`src/rtl/alu_seq_nbit.sv`:
```
// Execute-stage ALU: single-cycle logic/arith ops plus iterative unsigned
// shift-add multiply and restoring divide behind a Start/Busy/Done handshake.
module alu_seq_nbit #(
    parameter int WIDTH = 16,
    parameter int CNT_W = 5
) (
    input  logic             clk_i,
    input  logic             rst_i,
    input  logic             start_i,
    input  logic [WIDTH-1:0] a_i,
    input  logic [WIDTH-1:0] b_i,
    input  logic [2:0]       alu_op_i,
    input  logic             b_negate_i,
    output logic             busy_o,
    output logic             done_o,
    output logic [WIDTH-1:0] result_o,
    output logic [WIDTH-1:0] result_hi_o,
    output logic             zero_o,
    output logic             overflow_o,
    output logic             carry_out_o,
    output logic             div_zero_o
);

    typedef enum logic [1:0] {S_IDLE, S_MUL, S_DIV} state_t;

    localparam logic [2:0] OP_AND  = 3'b000;
    localparam logic [2:0] OP_SLT  = 3'b001;
    localparam logic [2:0] OP_OR   = 3'b010;
    localparam logic [2:0] OP_XOR  = 3'b011;
    localparam logic [2:0] OP_ADD  = 3'b100;
    localparam logic [2:0] OP_MULU = 3'b101;
    localparam logic [2:0] OP_DIVU = 3'b110;
    localparam logic [2:0] OP_NOR  = 3'b111;

    state_t           state_q, state_d;
    logic [CNT_W-1:0] cnt_q, cnt_d;
    // opnd_q holds the multiplicand or divisor; hi_q/lo_q form the shared
    // 2*WIDTH work register (partial product / remainder:quotient).
    logic [WIDTH-1:0] opnd_q, opnd_d;
    logic [WIDTH-1:0] hi_q, hi_d;
    logic [WIDTH-1:0] lo_q, lo_d;
    logic [WIDTH-1:0] result_q, result_d;
    logic [WIDTH-1:0] result_hi_q, result_hi_d;
    logic             ovf_q, ovf_d;
    logic             carry_q, carry_d;
    logic             divz_q, divz_d;
    logic             done_q, done_d;

    logic [WIDTH-1:0] b_eff;
    logic [WIDTH:0]   addsub;
    logic             addsub_ovf;
    logic [WIDTH:0]   sub_full;
    logic             sub_ovf;
    logic             slt_bit;
    logic [WIDTH:0]   mul_sum;
    logic [WIDTH-1:0] mul_hi_nx, mul_lo_nx;
    logic [WIDTH:0]   div_shift, div_diff;
    logic [WIDTH-1:0] div_rem_nx, div_quo_nx;
    logic             last_iter;

    assign b_eff      = b_negate_i ? ~b_i : b_i;
    assign addsub     = {1'b0, a_i} + {1'b0, b_eff} + {{WIDTH{1'b0}}, b_negate_i};
    assign addsub_ovf = (a_i[WIDTH-1] == b_eff[WIDTH-1]) && (addsub[WIDTH-1] != a_i[WIDTH-1]);

    // SLT always compares via A-B regardless of BNegate.
    assign sub_full = {1'b0, a_i} + {1'b0, ~b_i} + {{WIDTH{1'b0}}, 1'b1};
    assign sub_ovf  = (a_i[WIDTH-1] != b_i[WIDTH-1]) && (sub_full[WIDTH-1] != a_i[WIDTH-1]);
    assign slt_bit  = sub_full[WIDTH-1] ^ sub_ovf;

    assign mul_sum   = {1'b0, hi_q} + (lo_q[0] ? {1'b0, opnd_q} : {(WIDTH+1){1'b0}});
    assign mul_hi_nx = mul_sum[WIDTH:1];
    assign mul_lo_nx = {mul_sum[0], lo_q[WIDTH-1:1]};

    // Remainder stays below the divisor, so a set bit WIDTH means "restore".
    assign div_shift  = {hi_q, lo_q[WIDTH-1]};
    assign div_diff   = div_shift - {1'b0, opnd_q};
    assign div_rem_nx = div_diff[WIDTH] ? div_shift[WIDTH-1:0] : div_diff[WIDTH-1:0];
    assign div_quo_nx = {lo_q[WIDTH-2:0], ~div_diff[WIDTH]};

    assign last_iter = (cnt_q == CNT_W'(WIDTH - 1));

    always_comb begin
        state_d     = state_q;
        cnt_d       = cnt_q;
        opnd_d      = opnd_q;
        hi_d        = hi_q;
        lo_d        = lo_q;
        result_d    = result_q;
        result_hi_d = result_hi_q;
        ovf_d       = ovf_q;
        carry_d     = carry_q;
        divz_d      = divz_q;
        done_d      = 1'b0;

        unique case (state_q)
            S_IDLE: begin
                if (start_i) begin
                    done_d      = 1'b1;
                    result_hi_d = '0;
                    ovf_d       = 1'b0;
                    carry_d     = 1'b0;
                    divz_d      = 1'b0;
                    unique case (alu_op_i)
                        OP_AND: result_d = a_i & b_i;
                        OP_SLT: result_d = {{(WIDTH-1){1'b0}}, slt_bit};
                        OP_OR:  result_d = a_i | b_i;
                        OP_XOR: result_d = a_i ^ b_i;
                        OP_NOR: result_d = ~(a_i | b_i);
                        OP_ADD: begin
                            result_d = addsub[WIDTH-1:0];
                            ovf_d    = addsub_ovf;
                            carry_d  = addsub[WIDTH];
                        end
                        OP_MULU: begin
                            done_d      = 1'b0;
                            result_d    = result_q;
                            result_hi_d = result_hi_q;
                            ovf_d       = ovf_q;
                            carry_d     = carry_q;
                            divz_d      = divz_q;
                            state_d     = S_MUL;
                            cnt_d       = '0;
                            opnd_d      = a_i;
                            hi_d        = '0;
                            lo_d        = b_i;
                        end
                        OP_DIVU: begin
                            if (b_i == '0) begin
                                result_d    = '1;
                                result_hi_d = a_i;
                                divz_d      = 1'b1;
                            end else begin
                                done_d      = 1'b0;
                                result_d    = result_q;
                                result_hi_d = result_hi_q;
                                ovf_d       = ovf_q;
                                carry_d     = carry_q;
                                divz_d      = divz_q;
                                state_d     = S_DIV;
                                cnt_d       = '0;
                                opnd_d      = b_i;
                                hi_d        = '0;
                                lo_d        = a_i;
                            end
                        end
                        default: result_d = result_q;
                    endcase
                end
            end
            S_MUL: begin
                hi_d  = mul_hi_nx;
                lo_d  = mul_lo_nx;
                cnt_d = cnt_q + 1'b1;
                if (last_iter) begin
                    state_d     = S_IDLE;
                    done_d      = 1'b1;
                    result_d    = mul_lo_nx;
                    result_hi_d = mul_hi_nx;
                    ovf_d       = (mul_hi_nx != '0);
                    carry_d     = 1'b0;
                    divz_d      = 1'b0;
                end
            end
            S_DIV: begin
                hi_d  = div_rem_nx;
                lo_d  = div_quo_nx;
                cnt_d = cnt_q + 1'b1;
                if (last_iter) begin
                    state_d     = S_IDLE;
                    done_d      = 1'b1;
                    result_d    = div_quo_nx;
                    result_hi_d = div_rem_nx;
                    ovf_d       = 1'b0;
                    carry_d     = 1'b0;
                    divz_d      = 1'b0;
                end
            end
            default: state_d = S_IDLE;
        endcase
    end

    always_ff @(posedge clk_i) begin
        if (rst_i) begin
            state_q     <= S_IDLE;
            cnt_q       <= '0;
            result_q    <= '0;
            result_hi_q <= '0;
            ovf_q       <= 1'b0;
            carry_q     <= 1'b0;
            divz_q      <= 1'b0;
            done_q      <= 1'b0;
        end else begin
            state_q     <= state_d;
            cnt_q       <= cnt_d;
            result_q    <= result_d;
            result_hi_q <= result_hi_d;
            ovf_q       <= ovf_d;
            carry_q     <= carry_d;
            divz_q      <= divz_d;
            done_q      <= done_d;
        end
    end

    always_ff @(posedge clk_i) begin
        opnd_q <= opnd_d;
        hi_q   <= hi_d;
        lo_q   <= lo_d;
    end

    assign busy_o      = (state_q != S_IDLE);
    assign done_o      = done_q;
    assign result_o    = result_q;
    assign result_hi_o = result_hi_q;
    assign zero_o      = (result_q == '0);
    assign overflow_o  = ovf_q;
    assign carry_out_o = carry_q;
    assign div_zero_o  = divz_q;

endmodule

```
`config.mk`:
```
export PLATFORM = sky130hd
export DESIGN_NAME = alu_seq_nbit
export DESIGN_NICKNAME = d
export VERILOG_FILES = /design/src/rtl/alu_seq_nbit.sv
export SDC_FILE = /design/constraint.sdc
export NUM_CORES = 1
export LEC_CHECK = 0
export CAP_MARGIN = 10
export CORE_MARGIN = 4
export CORE_UTILIZATION = 42
export CTS_BUF_LIST = sky130_fd_sc_hd__clkbuf_8
export CTS_CLUSTER_DIAMETER = 100
export DETAILED_ROUTE_END_ITERATION = 16
export HOLD_SLACK_MARGIN = 0.12
export MAX_ROUTING_LAYER = met4
export SETUP_SLACK_MARGIN = 0.05
export SLEW_MARGIN = 40
export SYNTH_ARGS = -nofsm -noshare
export SYNTH_HDL_FRONTEND = slang
export SYNTH_SLANG_ARGS = --single-unit
```
`constraint.sdc`:
```
create_clock -name clk_i -period 6.03 [get_ports clk_i]
set_input_delay 1.206 -clock clk_i [delete_from_list [all_inputs] [get_ports clk_i]]
set_output_delay 1.206 -clock clk_i [all_outputs]
set_load 0.01 [all_outputs]
```
==> summary.txt, run 1 <==
Clock tree
  – Worst-path clk slew: 100 ps
  – Clock latency on the worst-skew pair: between 300 and 400 ps
  – CTS Root Cell: clkbuf_8
  – CTS tree: built
  – Post-CTS Hold Buffers: 0
  – # Post-CTS Setup Buffers: 0
  – H-tree depth: 3
  – Bufs on Longest Clock Path: 2
  – Number of clock sinks: between 90 and 100
  – Post-cts sizing count: 0
  – Num CTS Buffers: 9

Place
  – IO Port Bufs: 76
  – Gp weighted congestion: 0.952
  – Placed instance area: about 9400 µm²
  – Post-DP HPWL: roughly 20000 µm
  – Dpl ws: ~1300 ps
  – Placed Cells: 1317

Pwr
  – Clock power frac: 17.2%
  – Psw: between 1 and 1.5 mW
  – Comb power frac: approximately half
  – Leak Pwr: between 4 and 5 nW
  – Sw frac: approximately 41%
  – Pwr dens: approximately 260 nW/µm²
  – Max IR drop VDD: between 100 and 150 µV
  – Reg power frac: 34.5%
  – PnR Total Power: roughly 2.5 mW
  – Cell internal pwr: about 1.5 mW

Drt
  – Detailed Routing Iterations Pass 1: 5
  – Drt total wl: around 26000 µm
  – Post-route ant nets: 0
  – DRC viols: 0
  – Vias per cell: about 5.8
  – DRT iter0 DRCs: approximately 700
  – Vias: between 7000 and 8000
  – WL/cell: 19.5 µm

Final layout
  – ANT cells: 0
  – Fillcell total: ~2000
  – Layout cells sized above 1: 4.87%
  – Design area: approximately 9600 µm²
  – Layout Nets: between 1000 and 1500
  – Multi-input logic area: 5640 µm²
  – Count of non-filler cells in the finished layout: ~1300
  – Area delta synth->final: 14.0%
  – Sequential Area: 2300 µm²
  – Fin util: between 40% and 50%

Synthesis
  – Post-synthesis compound-gate area fraction: between 20% and 30%
  – Post-synth ARST share: 0%
  – Synthesis-stage register bit count: 91
  – Unique masters post-synth: 72
  – Multiplexer area fraction after synthesis: ~4.2%
  – Top_reg_cell synth: edfxtp_1
  – Mean Syn Cell Area: just over 8 µm²
  – Top cells by area, synth: edfxtp_1, ha_1, dfxtp_1
  – Dominant cell type by area after synthesis: edfxtp_1
  – EDFF count, synth: 48
  – Xor and xnor area share after synthesis: slightly below 6%
  – Commonest cells post-synth: ha_1, nor2_1, a21oi_1
  – Largest family of logic cells by synthesized area: compound AO/OA/AOI/OAI gates
  – Simple-gate share of the synthesized area: between 10% and 20%
  – Synthesized area: about 8400 µm²
  – Adder-cell share of the synthesized area: ~16%
  – Yosys top cell area share: between 10% and 20%
  – Syn nets: around 1200
  – Most common cell in the netlist: ha_1
  – YS warnings: 0
  – Mapped Cells: 1013
  – Register area share after synthesis: 27.4%

Min path
  – Hold path endpoint: carry_out_o
  – Hold path cells: 2
  – Hold Crit Class: flop to flop
  – Hold path start: carry_out_o

Setup path
  – Worst flop-to-flop path endpoint: result_hi_o[5]
  – RR Startpoint: lo_q[15]
  – Critical Path Fanout Max: 7
  – Req. time, crit path: 6310 ps
  – CP Launch Type: primary input
  – Reg-to-reg setup timing slack: about 2200 ps
  – CP arrival: around 4600 ps
  – Critical path's largest stage delay: approximately 620 ps
  – Most frequent cell on the critical path: a21oi_1
  – CP max-delay cell: clkdlybuf4s50_1
  – Critical path class: primary input to flop
  – Crit path cell chain: clkdlybuf4s50_1, inv_1, ha_1, o21bai_1, a21oi_1, nor2_1, o21ai_0, a21oi_1, o21ai_0, a211oi_1, a211o_1, a221oi_1, fa_1, nor2_1, a21oi_1, o2111ai_1, a311oi_1
  – Critical Path Source: a_i[1]
  – Reg2reg path depth: 12
  – Worst Setup End Kind: flop

STA
  – Max-slew violations: 0
  – Achievable frequency: approximately 0.23 GHz
  – Final hold slack: around 460 ps
  – Period Utilization, post-route: between 70% and 80%
  – RSZ-0062 raised after global routing: no
  – Post-Route Setup TNS: 0 ps
  – Final setup violation count: 0
  – Final setup margin: roughly 1700 ps
  – Tmin final: 4310 ps
  – Clock Skew: between 9 and 10 ps
  – Worst slew pin tran: just over 800 ps
  – Slew margin rel.: between 40% and 50%
  – Fin. Hold Viols: 0

Floorplan
  – # IOs: just under 80
  – Num rows: between 50 and 60
  – Die ar.: 22400 µm²
  – Die X: around 150 µm
  – Initial Util: a little over two fifths
  – Die Ht: 150 µm
  – Core area: 19600 µm²

Global route
  – Total Routing Usage GR: roughly a quarter
  – First-pass GRT wire length: between 40000 and 50000 µm
  – Largest net degree at the start of global routing: 63
  – Vias in the first global route: about 7300
  – Initial antenna violation count: 0
  – Total gr overflow: 0

Job
  – MaxCap Viol Count: 0

Run status
  – Status: complete, no violations
-- sequential cells by signal (all words and copies together), names as in the netlist --
signal	count
div_zero_o	1
result_o	16
hi_q	16
done_o	1
overflow_o	1
carry_out_o	1
result_hi_o	16
opnd_q	16
cnt_q	5
state_q	2
lo_q	16
-- worst max path at each step --
| stage | slack [ps] | depth (start not counted) | end |
|---|---|---|---|
| 2_1_floorplan | 1880 | 13 | result_o[14] |
| 3_3_place_gp | 1410 | 17 | result_o[0] |
| 3_5_place_dp | 1350 | 17 | result_o[0] |
| 4_1_cts | 1720 | 17 | result_o[0] |
| 5_1_grt | 1410 | 17 | result_o[0] |
| 6_report | 1720 | 17 | result_o[0] |
-- cell usage in the layout (no fill, tap or decap), types with 6 or more instances in the layout --
cell / instances
a22oi_1: 19
clkbuf_8: 10
nor2_1: 100
o31a_1: 13
clkdlybuf4s50_1: 75
xnor2_1: 21
nor3_1: 33
or3_1: 8
o21a_1: 7
nand2b_1: 9
o21ai_1: 9
a221oi_1: 6
a311oi_1: 9
xor2_1: 32
nand3_1: 11
ha_1: 103
a21o_1: 13
nor2b_1: 8
a21oi_1: 77
inv_1: 76
o22ai_1: 9
edfxtp_1: 48
buf_4: 10
o21ai_0: 76
o211ai_1: 13
o21bai_1: 8
nor4_1: 10
and2_1: 16
dfxtp_1: 43
mux2i_1: 33
nand2_1: 71
a211oi_1: 10
-- per-layer routing --
metal | vias to the layer above | track usage [%] | wire [µm]
met3 | 29 | 2.24 | 1620
met4 | 0 | 5.35 | 469
met1 | 3628 | 34.3 | 12300
li1 | 3755 | - | -
met5 | - | - | 0
met2 | 301 | 36.3 | 11600
-- critical path: cells and delay by family --
| kind | cells | cell delay [ps] |
|---|---|---|
| compound gates | 11 | 1970 |
| fa+ha+maj | 2 | 560 |
| buf+inv | 2 | 750 |
| simple gates | 2 | 100 |
-- power by group through the flow --
stage / clock network, mW / logic, mW / registers, mW
2_1_floorplan: 0 / 0.811 / 0.871
3_3_place_gp: 0 / 1.21 / 0.890
3_5_place_dp: 0 / 1.21 / 0.889
4_1_cts: 0.441 / 1.22 / 0.875
5_1_grt: 0.472 / 1.35 / 0.886
6_report: 0.437 / 1.22 / 0.876
-- area by class of cell --
class	count	share of cell area (%)
clock buffer	10	1.44
clock inverter	6	0.665
inverter	77	3.01
multi-input combinational	798	58.8
sequential	91	24.0
tap	265	3.46
timing repair buffer	86	8.66
-- logic make-up (layout without fill, tap and decap cells) --
group | after synthesis | after routing
compound gates | 305 | 305
simple gates | 297 | 297
buf+inv | 124 | 179
fa+ha+maj | 107 | 107
flops | 91 | 91
xor+xnor | 54 | 54
mux | 35 | 35
No activity file was read; power rests on OpenSTA's default activity.
==> run 2: changes to the inputs <==
==> constraint.sdc (replaced) <==
create_clock -name clk_i -period 4.1 [get_ports clk_i]
set_input_delay 0.82 -clock clk_i [delete_from_list [all_inputs] [get_ports clk_i]]
set_output_delay 0.82 -clock clk_i [all_outputs]
set_load 0.01 [all_outputs]
==> run 2 against run 1 <==
  * First-iteration DRC count decreased by 9.2%
  * Clock skew grew 1.3 ps
  * Cell count rose by 3.7%
  * Cell area is 4.2% higher
  * Non-clock buffer count grew 49
  * Critical path depth is 4 lower
  * Via count is 1.5% higher
  * Critical path type is now flop to flop
  * Clock-buffer cell count fell by 1
  * Utilization increased by 2.0 points
==> summary.txt, run 2 (synthesis results as in run 1) <==
Setup path
  – RR Startpoint: lo_q[0]
  – CP Launch Type: flop
  – Reg-to-reg setup timing slack: 330 ps (-1900 ps)
  – Critical Path Fanout Max: 17 (+10)
  – Reg2reg path depth: 13 (+1)
  – Worst Setup End Kind: flop
  – CP arrival: 4020 ps (-570 ps)
  – Req. time, crit path: 4350 ps (-1960 ps)
  – Critical path class: flop to flop
  – Worst flop-to-flop path endpoint: overflow_o

Drt
  – Post-route ant nets: 0 (unchanged)
  – DRT iter0 DRCs: 635 (-9.2%)
  – Detailed Routing Iterations Pass 1: 5 (unchanged)
  – WL/cell: 19.4 µm (-0.58%)
  – Vias: 7827 (+1.5%)
  – DRC viols: 0 (unchanged)
  – Drt total wl: 26800 µm (+3.1%)
  – Vias per cell: 5.66 (-2.1%)

Floorplan
  – Die Ht: 150 µm (unchanged)
  – Die ar.: 22400 µm² (unchanged)
  – Num rows: 51 (unchanged)
  – Initial Util: 42.9% (unchanged)
  – Die X: 150 µm (unchanged)
  – Core area: 19600 µm² (unchanged)
  – # IOs: 77 (unchanged)

Job
  – MaxCap Viol Count: 0 (unchanged)

Global route
  – Total gr overflow: 0 (unchanged)
  – First-pass GRT wire length: 42100 µm (+3.2%)
  – Vias in the first global route: 7635 (+4.6%)
  – Total Routing Usage GR: 24.7% (+0.96 points)
  – Largest net degree at the start of global routing: 36 (-43%)
  – Initial antenna violation count: 0 (unchanged)

Clock tree
  – # Post-CTS Setup Buffers: 0 (unchanged)
  – Post-CTS Hold Buffers: 0 (unchanged)
  – Number of clock sinks: 91 (unchanged)
  – CTS Root Cell: clkbuf_8
  – CTS tree: built
  – Post-cts sizing count: 0 (unchanged)
  – H-tree depth: 3 (unchanged)
  – Worst-path clk slew: 100 ps (about the same)
  – Clock latency on the worst-skew pair: 380 ps (about the same)
  – Bufs on Longest Clock Path: 2 (unchanged)
  – Num CTS Buffers: 9 (unchanged)

STA
  – Tmin final: roughly 3800 ps
  – Max-slew violations: 0 (unchanged)
  – Period Utilization, post-route: around 92%
  – Slew margin rel.: 51.1% (+5.7 points)
  – Post-Route Setup TNS: 0 ps (unchanged)
  – Worst slew pin tran: 733 ps (-84.6 ps)
  – Fin. Hold Viols: 0 (unchanged)
  – Final setup violation count: 0 (unchanged)
  – RSZ-0062 raised after global routing: no
  – Clock Skew: 10.8 ps (+1.26 ps)
  – Achievable frequency: between 0.2 and 0.3 GHz

Final layout
  – Layout cells sized above 1: 8.95% (+4.1 points)
  – ANT cells: 0 (unchanged)
  – Layout Nets: 1258 (+4.1%)
  – Area delta synth->final: 18.8%
  – Commonest non-fill, non-tap cells in the layout: ha_1, nor2_1, a21oi_1
  – Most common cell after layout, fill and taps aside: ha_1

Min path
  – Hold Crit Class: flop to flop
  – Hold path cells: 2 (unchanged)
  – Hold path endpoint: carry_out_o
  – Hold path start: carry_out_o

Place
  – Gp weighted congestion: 0.969 (+1.8%)
  – IO Port Bufs: 76 (unchanged)
  – Post-DP HPWL: 21300 µm (+5.8%)

Run status
  – Status: complete, no violations

Pwr
  – PnR Total Power: 3.85 mW (+52%)
  – Pwr dens: 386 nW/µm² (+46%)
  – Leak Pwr: 4.33 nW (+5.9%)
  – Max IR drop VDD: 152 µV (+28%)
run 2: critical path, cell delays in order (launching register included):
cell,delay [ps]
edfxtp_1,730
and2_1,220
ha_1,170
inv_1,60
fa_1,390
nand2b_1,190
a21oi_1,210
o21a_1,240
xnor2_1,200
nand4b_1,130
nor4_1,450
o2111ai_1,180
o31ai_1,320
a41oi_1,150
run 2: cell type report:
class,count,area (µm²)
Tap cell,265,332
Inverter,77,289
Timing Repair Buffer,135,1210
Fill cell,1899,9600
Multi-Input combinational cell,798,5640
Clock inverter,7,92.6
Clock buffer,9,124
Sequential cell,91,2300
run 2: worst max-delay path by stage:
| stage | cells after the start | startpoint | slack, ps | to |
|---|---|---|---|---|
| 5_1_grt | 17 | b_i[1] | 90 | result_o[0] |
| 3_3_place_gp | 17 | b_i[1] | 40 | result_o[0] |
| 2_1_floorplan | 13 | b_negate_i | 330 | result_o[14] |
| 6_report | 13 | lo_q[0] | 330 | overflow_o |
| 3_5_place_dp | 17 | b_i[1] | -40 | result_o[0] |
| 4_1_cts | 17 | b_i[1] | 340 | result_o[0] |
run 2: per-stage QoR:
step           utilization (%)  setup slack (ps)  std cells  hold WS [ps]  area [µm²]
3_5_place_dp              49.8             -40.3       1365           449        9760
6_report                  51.0               326       1382           456        9990
5_1_grt                   51.0              86.4       1382           491        9990
4_1_cts                   50.9               342       1381           461        9980
2_1_floorplan                -               332       1013           436        8410
3_3_place_gp              49.8              35.3       1365           443        9760
run 2: layer usage:
layer / wire length, µm / track usage [%]
met2: 12200 / 39.0
met3: 1390 / 2.91
met4: 682 / 7.00
met5: 0 / -
met1: 12500 / 33.8
run 2: power by group:
group	switching, mW	internal (mW)
Clock	0.346	0.341
Sequential	0.143	1.14
Combinational	1.06	0.820
==> run 3: changes to the inputs <==
--- a/config.mk
+++ b/config.mk
@@ -11,6 +11,7 @@
 export CTS_BUF_LIST = sky130_fd_sc_hd__clkbuf_8
 export CTS_CLUSTER_DIAMETER = 100
 export DETAILED_ROUTE_END_ITERATION = 16
+export GPL_TIMING_DRIVEN = 0
 export HOLD_SLACK_MARGIN = 0.12
 export MAX_ROUTING_LAYER = met4
 export SETUP_SLACK_MARGIN = 0.05
==> run 3 against run 2 <==
  * Sequential power about the same
  * First-iteration DRC count down 9.9%
  * Combinational power about the same
  * Sequential cell count unchanged
  * Largest power group unchanged
==> summary.txt, run 3 (synthesis results as in run 1) <==
Floorplan
  – Num rows: 51 (unchanged)
  – Initial Util: 42.9% (unchanged)
  – Die X: 150 µm (unchanged)
  – Core area: 19600 µm² (unchanged)
  – Die ar.: 22400 µm² (unchanged)
  – # IOs: 77 (unchanged)
  – Die Ht: 150 µm (unchanged)

STA
  – Slew margin rel.: 46.0% (-5.1 points)
  – Final setup violation count: 0 (unchanged)
  – Clock Skew: 14.9 ps (+4.12 ps)
  – Fin. Hold Viols: 0 (unchanged)
  – Period Utilization, post-route: 95.6% (+3.6 points)
  – Max-slew violations: 0 (unchanged)
  – Final setup margin: 180 ps (-146 ps)
  – Achievable frequency: 0.255 GHz (-3.7%)
  – Final hold slack: 470 ps (+13.9 ps)
  – RSZ-0062 raised after global routing: no
  – Tmin final: 3920 ps (+146 ps)
  – Worst slew pin tran: 809 ps (+76.5 ps)

Pwr
  – PnR Total Power: 3.73 mW (-3.2%)
  – Sw frac: 42.6% (+2.2 points)
  – Comb power frac: 50.6% (+1.7 points)
  – Clock power frac: 15.0% (-2.8 points)
  – Reg power frac: 34.4% (+1.1 points)
  – Cell internal pwr: 2.14 mW (-6.8%)
  – Pwr dens: 383 nW/µm² (-0.65%)
  – Psw: 1.59 mW (+2.2%)
  – Max IR drop VDD: 150 µV (-0.94%)
  – Leak Pwr: 4.17 nW (-3.6%)

Setup path
  – Req. time, crit path: 4370 ps (+20 ps)
  – Reg2reg path depth: 13 (unchanged)
  – Worst path depth: 15 (+2)
  – Critical Path Fanout Max: 5 (-12)
  – Crit path max-delay family: compound AO/OA/AOI/OAI gates
  – Crit path buf inv count: 2 (+1)
  – CP Launch Type: primary input
  – CP arrival: 4190 ps (+170 ps)
  – Critical path class: primary input to flop
  – Worst Setup End Kind: flop
  – Crit path cell chain: clkdlybuf4s50_1, inv_1, ha_1, nor2_1, o21ai_0, a21oi_1, o21ai_1, a211oi_1, a211o_1, a221oi_1, fa_2, nor2_1, a21oi_1, o2111ai_1, a311oi_1
  – CP max-delay cell: clkdlybuf4s50_1
  – Critical path's largest stage delay: 650 ps (-80 ps)

Drt
  – Drt total wl: 27800 µm (+3.9%)
  – DRT iter0 DRCs: 572 (-9.9%)
  – Detailed Routing Iterations Pass 1: 5 (unchanged)
  – Vias: 7835 (+0.10%)
  – Vias per cell: 5.71 (+0.91%)
  – Post-route ant nets: 0 (unchanged)
  – WL/cell: 20.3 µm (+4.8%)
  – DRC viols: 0 (unchanged)

Clock tree
  – CTS Root Cell: clkbuf_8
  – Post-CTS Hold Buffers: 0 (unchanged)
  – Worst-path clk slew: 100 ps (about the same)
  – H-tree depth: 3 (unchanged)
  – Bufs on Longest Clock Path: 2 (unchanged)
  – CTS tree: built
  – Num CTS Buffers: 9 (unchanged)
  – Clock latency on the worst-skew pair: 370 ps (about the same)
  – Number of clock sinks: 91 (unchanged)

Final layout
  – Design area: 9730 µm² (-2.6%)
  – Commonest non-fill, non-tap cells in the layout: ha_1, nor2_1, inv_1
  – Layout cells sized above 1: 5.15% (-3.8 points)
  – Fillcell total: 1917 (+0.95%)
  – Layout Nets: 1247 (-0.87%)
  – Most common cell after layout, fill and taps aside: ha_1
  – Area delta synth->final: 15.7%
  – Fin util: 49.7% (-1.3 points)
  – ANT cells: 0 (unchanged)

Min path
  – Hold path cells: 2 (unchanged)
  – Hold Crit Class: flop to flop

Place
  – Placed instance area: 9520 µm² (-2.4%)
  – Post-DP HPWL: 23100 µm (+8.4%)
  – Dpl ws: -617 ps (-576 ps)
  – Gp weighted congestion: 0.914 (-5.7%)
  – IO Port Bufs: 74 (-2.6%)

Global route
  – Total gr overflow: 0 (unchanged)
  – Total Routing Usage GR: 25.4% (+0.67 points)
  – Vias in the first global route: 7666 (+0.41%)
  – Largest net degree at the start of global routing: 33 (-8.3%)
  – First-pass GRT wire length: 42700 µm (+1.6%)
  – Initial antenna violation count: 0 (unchanged)

Job
  – MaxCap Viol Count: 0 (unchanged)

Run status
  – Status: complete, no violations
==> run 3: cell count changes in the layout (fill, tap and decap cells not counted), moves of 2 or more <==
cell             previous run  this run
buf_4                      57         1
clkbuf_1                    0        30
clkdlybuf4s50_1            75        68
buf_2                       1         7
buf_1                       0         5
dlymetal6s2s_1              0         5
clkbuf_2                    0         4
bufinv_16                   2         0
clkinvlp_4                  2         4
inv_6                       0         2
==> run 3: worst min-delay path, cell delays in order, from the launching register on <==
cell,delay (ps)
dfxtp_1,320
nand2_1,60
a21oi_1,50
==> run 3: metal layers <==
metal,up-vias,global-route usage [%],part of all wire [%]
met4,0,6.64,1.9
met5,-,-,0
met1,3700,32.9,45
met3,40,2.27,5.1
met2,263,43.0,48
li1,3832,-,-
==> run 3: final timing paths <==
path                     from         endpoint  slack, ps
setup / recovery       b_i[3]      result_o[0]        180
hold / removal    carry_out_o      carry_out_o        470
setup reg to reg     lo_q[15]  result_hi_o[12]        320
hold reg to reg   carry_out_o      carry_out_o        470
==> run 3: per-stage QoR <==
step | setup TNS, ps | cells
4_1_cts | -46.3 | 1371
6_report | 0 | 1371
2_1_floorplan | 0 | 1013
3_3_place_gp | -35160 | 1352
3_5_place_dp | -7620 | 1355
5_1_grt | 0 | 1371
==> run 3: timing repair <==
item / CTS / global route
hold endpoints to repair: 0 / 0
pin swaps: 0 / 0
resized for setup: 4 / 16
buffers inserted: 0 / 0
endpoints found under the setup margin: 5 / 17
gates cloned: 0 / 0
==> run 3: area by class of cell <==
type                    count  area (µm²)  area share (%)
repair buffers             77         778            7.99
clock inverters             7        51.3           0.527
clock buffers               9         124            1.27
multi-input cells         798        5650            58.0
well taps                 265         332            3.41
plain buffers              47         213            2.19
inverters                  77         289            2.97
flip-flops and latches     91        2300            23.7
==> run 3: power groups by stage <==
stage                     Clock [mW]  Sequential, mW  Combinational [mW]
after floorplan                    0            1.28                1.19
after CTS                      0.569            1.28                1.88
after detailed placement           0            1.30                1.87
after global placement             0            1.30                1.84
final                          0.560            1.28                1.89
after global routing           0.605            1.30                2.06
